--- config.mk ---
export PLATFORM = sky130hd
export DESIGN_NAME = click_classifier
export DESIGN_NICKNAME = d
export VERILOG_FILES = /design/src/rtl/click_classifier.sv
export SDC_FILE = /design/constraint.sdc
export NUM_CORES = 1
export LEC_CHECK = 0
export BUFFER_PORTS_ARGS = -buffer_cell sky130_fd_sc_hd__buf_2
export CAP_MARGIN = 20
export CELL_PAD_IN_SITES_DETAIL_PLACEMENT = 2
export CELL_PAD_IN_SITES_GLOBAL_PLACEMENT = 2
export CORE_MARGIN = 1
export CORE_UTILIZATION = 30
export DETAILED_ROUTE_END_ITERATION = 10
export PLACE_DENSITY = 0.68
export SLEW_MARGIN = 20
export SYNTH_ARGS = -nofsm -noshare
export SYNTH_HDL_FRONTEND = slang
export SYNTH_SLANG_ARGS = --single-unit
--- constraint.sdc ---
create_clock -name clk_i -period 3.1 [get_ports clk_i]
set_clock_uncertainty 0.15 [all_clocks]
set_input_delay 0.62 -clock clk_i [delete_from_list [all_inputs] [get_ports clk_i]]
set_output_delay 0.62 -clock clk_i [all_outputs]
set_load 0.1 [all_outputs]
--- src/rtl/click_classifier.sv ---
// rtl/click_classifier.sv - groups debounced press pulses into click bursts and queues them as events
module click_classifier #(
  parameter int unsigned WINDOW_CYCLES = 15_000_000,
  parameter int unsigned MAX_CLICKS    = 3,
  parameter int unsigned FIFO_DEPTH    = 4,
  localparam int unsigned CW           = $clog2(MAX_CLICKS + 1),
  localparam int unsigned AW           = $clog2(FIFO_DEPTH)
) (
  input  logic          clk_i,
  input  logic          rst_i,
  input  logic          btn_pulse_i,
  output logic          evt_valid_o,
  output logic [CW-1:0] evt_count_o,
  input  logic          evt_ready_i,
  output logic          drop_o,
  output logic [AW:0]   fifo_level_o
);

  localparam logic [CW-1:0] MAX_C  = CW'(MAX_CLICKS);
  localparam logic [31:0]   LAST_T = 32'(WINDOW_CYCLES - 1);

  typedef enum logic {IDLE, GATHER} state_t;

  state_t        state;
  logic [CW-1:0] clicks;
  logic [CW-1:0] clicks_inc;
  logic [31:0]   timer;

  logic          push;
  logic [CW-1:0] push_count;

  logic [CW-1:0] mem [FIFO_DEPTH];
  logic [AW:0]   wptr;
  logic [AW:0]   rptr;
  logic          empty;
  logic          full;
  logic          pop;
  logic          wr_en;

  assign clicks_inc = clicks + 1'b1;

  // Decide whether the burst closes this cycle; a pulse always beats the timeout.
  always_comb begin
    push       = 1'b0;
    push_count = clicks;
    if (state == GATHER) begin
      if (btn_pulse_i) begin
        if (clicks_inc == MAX_C) begin
          push       = 1'b1;
          push_count = MAX_C;
        end
      end else if (timer == LAST_T) begin
        push = 1'b1;
      end
    end
  end

  // Burst tracker: counts clicks and restarts the inactivity window on each pulse.
  always_ff @(posedge clk_i or posedge rst_i) begin
    if (rst_i) begin
      state  <= IDLE;
      clicks <= '0;
      timer  <= '0;
    end else begin
      case (state)
        IDLE: begin
          if (btn_pulse_i) begin
            state  <= GATHER;
            clicks <= CW'(1);
            timer  <= '0;
          end
        end
        GATHER: begin
          if (btn_pulse_i) begin
            clicks <= clicks_inc;
            timer  <= '0;
            if (clicks_inc == MAX_C) begin
              state <= IDLE;
            end
          end else if (timer == LAST_T) begin
            state <= IDLE;
          end else begin
            timer <= timer + 32'd1;
          end
        end
        default: state <= IDLE;
      endcase
    end
  end

  assign empty = (wptr == rptr);
  assign full  = (wptr[AW] != rptr[AW]) && (wptr[AW-1:0] == rptr[AW-1:0]);
  assign pop   = !empty && evt_ready_i;
  // A pop in the same cycle frees the slot, so a full FIFO can still accept the push.
  assign wr_en = push && (!full || pop);

  // Event storage; contents only matter between the pointers, so no reset is needed.
  always_ff @(posedge clk_i) begin
    if (wr_en) begin
      mem[wptr[AW-1:0]] <= push_count;
    end
  end

  // FIFO pointers and the registered drop indication.
  always_ff @(posedge clk_i or posedge rst_i) begin
    if (rst_i) begin
      wptr   <= '0;
      rptr   <= '0;
      drop_o <= 1'b0;
    end else begin
      drop_o <= push && full && !pop;
      if (wr_en) begin
        wptr <= wptr + 1'b1;
      end
      if (pop) begin
        rptr <= rptr + 1'b1;
      end
    end
  end

  assign evt_valid_o  = !empty;
  assign evt_count_o  = empty ? '0 : mem[rptr[AW-1:0]];
  assign fifo_level_o = wptr - rptr;

endmodule

Word level (Yosys, flattened, before mapping)

Memories as Yosys holds them, arrays and structs flattened.
Cells that the tools add are included.

Output and inout bits: 7
Memories: 1
Memory bits (writable): 8
Input port bits: 4
Bits in registers: 42
Word-level logic and storage cells: 54

Memory list:

| name | depth | bits a word | rd ports | clocked after Yosys merged registers in | write ports | RTL line | RTL |
|---|---|---|---|---|---|---|---|
| mem  | 4     | 2           | 1        | 0                                       | 1           | 32       | `logic [CW-1:0] mem [FIFO_DEPTH];` |

Reductions and logical operators: 11
Add/sub/neg operators: 5
Equal/unequal tests: 8
Bitwise logic cells: 1
Mux-type cells: 22

Operators by type and width:

| cell                    | number |
|---|---|
| $mux W32                | 3 |
| $pmux W32 S2            | 1 |
| $add A32 B1 Y32 const B | 1 |
| $eq A32 B24 Y1 const B  | 1 |
| $mux W2                 | 6 |
| $mux W1                 | 10 |
| $add A3 B1 Y3 const B   | 2 |
| $logic_and A1 B1 Y1     | 5 |
| $ne A2 B2 Y1 const B    | 2 |
| $pmux W2 S2             | 1 |
| $reduce_and A2 Y1       | 2 |
| $eq A3 B3 Y1            | 1 |
| $logic_not A1 Y1        | 3 |
| $ne A3 B3 Y1 const B    | 1 |
| $sub A3 B3 Y3           | 1 |
| $add A2 B1 Y2 const B   | 1 |
| $eq A2 B2 Y1            | 1 |
| $eq A2 B2 Y1 const B    | 1 |
| $pmux W1 S2             | 1 |
| $logic_or A1 B1 Y1      | 1 |
| $ne A1 B1 Y1            | 1 |
| $not A1 Y1              | 1 |

Depth between registers and ports, before layout

Gate-level depths: netlist (run 1).

Depth in word-level cells: 8
Depth in mapped cells: 7
Depth with buffers taken out: 7

Least setup slack after synthesis (run 1)

OpenSTA, ideal clock, no wires.

Path type: register to output
Start: register wptr[0]
End: output fifo_level_o[2]
Required time: 2.330 ns
Path buffers: 0
Stages on the path, launching flop included: 5
Arrival time: 2.605 ns
Path slack: -0.275 ns
Path through: dfrtp_1 inv_1 ha_1 fa_1 xnor2_1

Longest elaborated chain between the ends: 1

Ends and longest elaborated chain:

| what                     | RTL line | RTL |
|---|---|---|
| start: declaration       | 33       | `logic [AW:0] wptr;` |
| start signal: assignment | 113      | `wptr <= wptr + 1'b1;` |
| $sub A3 B3 Y3            | 123      | `assign fifo_level_o = wptr - rptr;` |
| end: declaration         | 16       | `output logic [AW:0] fifo_level_o` |

Every way passes these cells.

Worst setup path after layout (run 1)

Start: register timer[6]
End: memory mem[3][1] (netlist name) (enable)

Longest elaborated chain between the ends: 7

Ends and longest elaborated chain:

| what                          | RTL line | RTL |
|---|---|---|
| start: declaration            | 27       | `logic [31:0] timer;` |
| start signal: assignment      | 83       | `timer <= timer + 32'd1;` |
| $eq A32 B24 Y1                | 52       | `end else if (timer == LAST_T) begin` |
| $mux W1                       | 52       |  |
| $mux W1                       | 47       | `if (btn_pulse_i) begin` |
| $mux W1                       | 46       | `if (state == GATHER) begin` |
| $logic_and A1 B1 Y1           | 95       | `assign wr_en = push && (!full \|\| pop);` |
| $mux W1                       | 99       | `if (wr_en) begin` |
| $mux W1 (not written as such) | 100      | `mem[wptr[AW-1:0]] <= push_count;` |
| end: declaration              | 32       |  |

Every way passes these cells.

==> impl_metrics.csv, run 1 <==
group,metric,value,unit
finish,final_cell_mix,"42 x dfrtp_1, 37 x nor2_1, 25 x xor2_1",
route,routedWlPerCell,17.2,um
floorplan,num_rows,33,
clock_tree,cts_tree,"yes",
logic_synthesis,yosysWarnings,0,
logic_synthesis,synthSimpleGateAreaFrac,0.222,
power,clkPwrFrac,0.186,
route,drtIter0Drc,63,
finish,syn2layout_area_growth,12.6,%
timing,setup_slack,0.279,ns
timing,slew_headroom,0.579,
place,place_area,2790,sq um
power,p_leak,1.26,nW
logic_synthesis,synth_compound_area_frac,0.0388,
timing,fmax,354,MHz
timing,rsz0062_at_grt,"false",
worst_setup_path,cp-end-kind,"flip-flop",
timing,report.final.slew_viol_count,0,
logic_synthesis,synth-xor-area-share,0.112,
clock_tree,htree_levels,2,
power,net-switching-power,1.27,mW
logic_synthesis,netlist_instances,252,
worst_setup_path,cp-startpoint,"timer[6]",
floorplan,die_height,94.8,um
clock_tree,cts_setup_buffers,0,
logic_synthesis,synthFlopType,"dfrtp_1",
worst_setup_path,path_class,"flip-flop to flip-flop",
worst_setup_path,cp_max_fo,6,
route,via_count,1892,
grt,grt_overflow,0,
logic_synthesis,synth-edff-count,8,
worst_setup_path,reg2reg_slack,0.28,ns
clock_tree,cts.clk_slew.worst_paths,0.10,ns
place,port_buffers,10,
job,max-cap-violations,0,
floorplan,ios,11,
grt,grt_max_degree,26,
worst_setup_path,critPathCapture,"mem[3][1]",
power,ir_drop,0.449,mV
timing,finalCritPeriodShare,0.910,
timing,finalSetupViolations,0,
power,pwr-share-seq,0.337,
clock_tree,cts-buffers-inserted,5,
logic_synthesis,synth-seq-cells,50,
worst_setup_path,required,2.96,ns
logic_synthesis,synthesis.area,2580,sq um
finish,fillers,915,
worst_setup_path,timing.rr.end,"mem[3][1]",
floorplan,core,8260,sq um
route,first_pass_iters,4,
clock_tree,cts.hold.buffers_added,0,
clock_tree,cts_resized,0,
finish,fin_area,2910,sq um
power,power_frac_comb,0.477,
route,drt-total-wl,6430,um
logic_synthesis,synthArstFlopShare,0.840,
timing,worst_slew_pin_slew,0.630,ns
logic_synthesis,synth_fp_nets,267,
clock_tree,clock-root-buffer,"clkbuf_8",
worst_setup_path,r2r_cells,4,
finish,diodes,0,
grt,grt_pass1_wl,10800,um
clock_tree,cts.sinks,50,
timing,final_hold_viol_count,0,
logic_synthesis,ys_seq_area_frac,0.500,
floorplan,die_x,94.8,um
clock_tree,clock_path_buffers,2,
route,drc,0,
place,gp_congestion,0.719,
grt,first_global_vias,2140,
floorplan,initial_core_util,0.313,
timing,period_needed,2.82,ns
logic_synthesis,yosys.area_share.adder,0.0562,
finish,final_common_cell,"dfrtp_1",
floorplan,die_area,8980,sq um
logic_synthesis,synth_top_family_by_area,"simple AND/OR/NAND/NOR gates",
power,cell_internal_pwr,1.28,mW
logic_synthesis,ys_types,35,
power,p_sw_frac,0.498,
finish,nNetsFinal,282,
grt,antenna_found_initial,0,
logic_synthesis,synth_area_per_cell,10.2,sq um
worst_setup_path,crit_path_start_kind,"flip-flop",
grt,track_usage,0.158,
route,postRouteAntennaNets,0,
status,status,"finished, final reports clean",
place,place_ws,0.283,ns
power,powerDensity,880,nW/um^2
worst_hold_path,hp-class,"primary input to async pin",
route,vias_per_cell,5.07,
timing,final.setup.tns,0,ns
logic_synthesis,synth_mux_area_frac,0.0344,
clock_tree,clk_latency,0.30,ns
worst_setup_path,worst_ep_arrival_time,2.68,ns
worst_setup_path,r2r_start,"timer[6]",
place,dp_hpwl,4820,um
finish,drive_above_1_share,0.131,
-- state kept, by name, indices dropped and copies added, names as in the netlist --
signal	cells
timer	32
mem	8
rptr	3
wptr	3
clicks	2
drop_o	1
state	1
-- power groups by stage --
| stage | clock network [mW] | logic, mW | registers [mW] |
|---|---|---|---|
| floorplan | 0 | 1.05 | 0.842 |
| global placement | 0 | 1.20 | 0.871 |
| detailed placement | 0 | 1.24 | 0.879 |
| CTS | 0.497 | 1.24 | 0.865 |
| global route | 0.521 | 1.31 | 0.880 |
| finish | 0.476 | 1.22 | 0.862 |
-- metal layers --
metal	routed length, um	vias up	GRT usage
met5	0	-	0
met4	91	0	0.0442
met3	124	9	0.0250
met2	3120	19	0.273
met1	3090	966	0.205
li1	-	898	-
-- cells in the mapped netlist, types with 2 or more instances --
library cell,instances,share of area
dfrtp_1,42,0.41
nor2_1,37,0.054
xor2_1,25,0.085
inv_1,17,0.025
nand3_1,16,0.031
nand4_1,16,0.039
nand2_1,13,0.019
ha_1,10,0.048
edfxtp_1,8,0.093
xnor2_1,8,0.027
and2_1,7,0.017
clkbuf_1,6,0.0087
nor3_1,5,0.0097
nor4_1,5,0.012
or4_1,5,0.015
a21oi_1,4,0.0078
and4_1,3,0.010
mux2_2,3,0.013
a211oi_1,2,0.0058
mux4_2,2,0.017
o21ai_0,2,0.0039
o31ai_1,2,0.0058
or3_1,2,0.0048
-- stage by stage --
stage	hold WS [ns]	power, mW	instances	utilization
final	0.112	2.56	373	0.352
after global routing	0.129	2.71	373	0.352
after CTS	0.125	2.60	373	0.352
after detailed placement	0.351	2.11	365	0.338
after global placement	0.336	2.07	365	0.338
after floorplan	0.312	1.89	252	-
-- layout make-up --
| cell class | count | area [sq um] | share of cell area |
|---|---|---|---|
| Clock buffer | 5 | 68.8 | 0.0237 |
| Clock inverter | 3 | 43.8 | 0.0151 |
| Inverter | 17 | 63.8 | 0.0220 |
| Multi-Input combinational cell | 177 | 1210 | 0.417 |
| Sequential cell | 50 | 1290 | 0.444 |
| Tap cell | 105 | 131 | 0.0452 |
| Timing Repair Buffer | 16 | 95.1 | 0.0327 |
-- cell families (layout without fill, tap and decap cells) --
group	after synthesis	after routing
and+or+nand+nor	112	112
DFF	50	50
xor gates and xnor gates	33	33
buffers and inverters	25	41
AOI/OAI and AO/OA	15	15
adders and majority gates	11	11
muxes	6	6
-- critical path: stages (launching register included) --
cell and delay, ns:
dfrtp_1 0.44, or4_1 0.52, or4_1 0.65, or4_4 0.55, a21oi_2 0.23
-- how the worst min path moves through the flow --
| stage | to | depth (start not counted) | startpoint |
|---|---|---|---|
| 3_5_place_dp | rptr[2] | 1 | rptr[2] |
| 4_1_cts | clicks[0] | 2 | rst_i |
| 2_1_floorplan | wptr[2] | 1 | wptr[2] |
| 3_3_place_gp | wptr[2] | 1 | wptr[2] |
| 5_1_grt | clicks[0] | 2 | rst_i |
| 6_report | rptr[1] | 2 | rst_i |
Note: power is estimated with default switching activity, not from simulation.
==> inputs of run 2 (changes only) <==
--- a/config.mk
+++ b/config.mk
@@ -9,9 +9,11 @@
 export CAP_MARGIN = 20
 export CELL_PAD_IN_SITES_DETAIL_PLACEMENT = 2
 export CELL_PAD_IN_SITES_GLOBAL_PLACEMENT = 2
+export CORE_ASPECT_RATIO = 1.75
 export CORE_MARGIN = 1
 export CORE_UTILIZATION = 30
 export DETAILED_ROUTE_END_ITERATION = 10
+export GPL_TIMING_DRIVEN = 0
 export PLACE_DENSITY = 0.68
 export SLEW_MARGIN = 20
 export SYNTH_ARGS = -nofsm -noshare
==> run 2 against run 1 <==
Hold slack better by 0.056 ns; count of clock-buffer cells in the layout rose by 2; fmax fell by 2.5%; global-route usage is 0.46 points lower; core utilization is 0.41 points higher; critical endpoint unchanged.
==> impl_metrics.csv, run 2 (synthesis results as in run 1) <==
group,metric,value,unit
status,status,"finished, final reports clean",
route,via_count,1903,
worst_setup_path,cpMostUsedCell,"or4_1",
timing,rsz0062_at_grt,"false",
power,pwr-share-seq,0.324,
timing,period_needed,2.89,ns
grt,grt_use_met2,0.309,
floorplan,core,8310,sq um
clock_tree,cts-buffers-inserted,5,
worst_setup_path,cp.depth,5,
finish,largest_register_ffs,32,
timing,final_hold_viol_count,0,
worst_setup_path,critical_path.cell_chain,"or4_1, or4_1, buf_2, or4_4, a21oi_2",
finish,final_common_cell,"dfrtp_1",
floorplan,die_x,72.1,um
timing,slew_headroom,0.531,
worst_setup_path,path_class,"flip-flop to flip-flop",
floorplan,num_rows,44,
grt,grt_overflow,0,
power,powerDensity,887,nW/um^2
route,drc,0,
grt,met3_usage,0.0275,
route,drt-total-wl,6170,um
clock_tree,clk_latency,0.29,ns
clock_tree,cts_tree,"yes",
power,p_leak,1.26,nW
floorplan,initial_core_util,0.311,
clock_tree,cts.sinks,50,
timing,report.final.slew_viol_count,0,
clock_tree,cts.hold.buffers_added,0,
worst_setup_path,r2r_cells,5,
finish,nNetsFinal,285,
worst_setup_path,critPathBufInv,1,
clock_tree,cts_setup_buffers,0,
finish,largest-register,"timer",
finish,diodes,0,
worst_setup_path,cp_max_fo,6,
power,clkPwrFrac,0.212,
power,ir_drop,0.927,mV
job,max-cap-violations,0,
grt,antenna_found_initial,0,
place,port_buffers,10,
power,net-switching-power,1.26,mW
power,cell_internal_pwr,1.36,mW
grt,grt_pass1_wl,10500,um
finish,final_cell_mix,"42 x dfrtp_1, 37 x nor2_1, 25 x xor2_1",
clock_tree,clock_path_buffers,2,
worst_setup_path,critPathTopFamily,"simple AND/OR/NAND/NOR gates",
clock_tree,clock-root-buffer,"clkbuf_16",
floorplan,die_height,125,um
grt,track_usage,0.154,
timing,whs,0.167,ns
worst_setup_path,cp-end-kind,"flip-flop",
finish,seqCellArea,1290,sq um
worst_setup_path,reg2reg_slack,0.21,ns
finish,drive_above_1_share,0.114,
finish,multiInputGateArea,1210,sq um
worst_setup_path,slowest_delay,0.56,ns
route,first_pass_iters,4,
power,power_frac_comb,0.464,
route,postRouteAntennaNets,0,
worst_setup_path,required,2.93,ns
grt,grt_max_degree,26,
grt,first_global_vias,2168,
place,dp_hpwl,4870,um
timing,final.setup.tns,0,ns
worst_setup_path,cp_slowest_cell,"or4_1",
timing,worst_slew_pin_slew,0.697,ns
worst_setup_path,crit_path_start_kind,"flip-flop",
place,gp_congestion,0.741,
route,drtIter0Drc,56,
worst_setup_path,r2r_start,"timer[6]",
clock_tree,cts.clk_slew.worst_paths,0.06,ns
power,p_sw_frac,0.481,
clock_tree,cts_resized,0,
timing,finalCritPeriodShare,0.933,
finish,syn2layout_area_growth,14.6,%
clock_tree,htree_levels,2,
grt,use_met1,0.146,
floorplan,ios,11,
timing,finalSetupViolations,0,
route,routedWlPerCell,16.0,um
floorplan,die_area,8990,sq um
worst_setup_path,cp-startpoint,"timer[6]",
finish,fillers,919,
grt,gr-max-usage-layer,"met2",
timing,fmax,346,MHz
route,vias_per_cell,4.93,
worst_setup_path,worst_ep_arrival_time,2.72,ns
worst_hold_path,hp-class,"primary input to async pin",
## run 2: cell count changes in the layout (fill, tap and decap cells not counted), moves of 4 or more
cell | before | now
buf_4 | 6 | 0
clkbuf_1 | 0 | 7
clkbuf_16 | 0 | 5
clkbuf_8 | 5 | 1
## run 2: layer usage
layer  wire, um  vias up
met1       2230      976
met2       3720       14
met4        113        0
met3         98        6
li1           -      907
met5          0        -
## run 2: worst paths after layout
path / end
worst max-delay path: mem[3][1]
worst min-delay path: timer[10]
worst max register to register: mem[3][1]
worst min register to register: wptr[2]
max in group asynchronous: timer[27]
min in group clk_i: wptr[2]
## run 2: final cells by class
cell class / instances / area share
clock inverters: 1 / 0.00169
repair buffers: 11 / 0.0237
plain buffers: 8 / 0.0106
clock buffers: 7 / 0.0482
multi-input cells: 177 / 0.409
flip-flops and latches: 50 / 0.436
inverters: 17 / 0.0216
well taps: 115 / 0.0486
## run 2: per-stage QoR
stage	utilization	setup WS, ns	instances	total power, mW	cell area, sq um
6_report	0.356	0.207	386	2.62	2960
5_1_grt	0.356	0.100	386	2.77	2960
4_1_cts	0.355	0.149	386	2.68	2950
3_5_place_dp	0.337	0.167	378	2.11	2810
3_3_place_gp	0.335	0.168	377	2.07	2790
2_1_floorplan	-	0.0588	252	1.89	2590
## run 2: worst reg2reg max path: stages (launching register included)
cell	delay, ns
dfrtp_1	0.42
or4_1	0.56
or4_1	0.51
buf_2	0.17
or4_4	0.49
a21oi_2	0.28
## run 2: power groups by stage
stage,combinational [mW],clock (mW),sequential (mW)
final,1.22,0.556,0.851
after global routing,1.30,0.600,0.868
after CTS,1.24,0.584,0.856
after detailed placement,1.24,0,0.869
after global placement,1.21,0,0.865
after floorplan,1.05,0,0.842
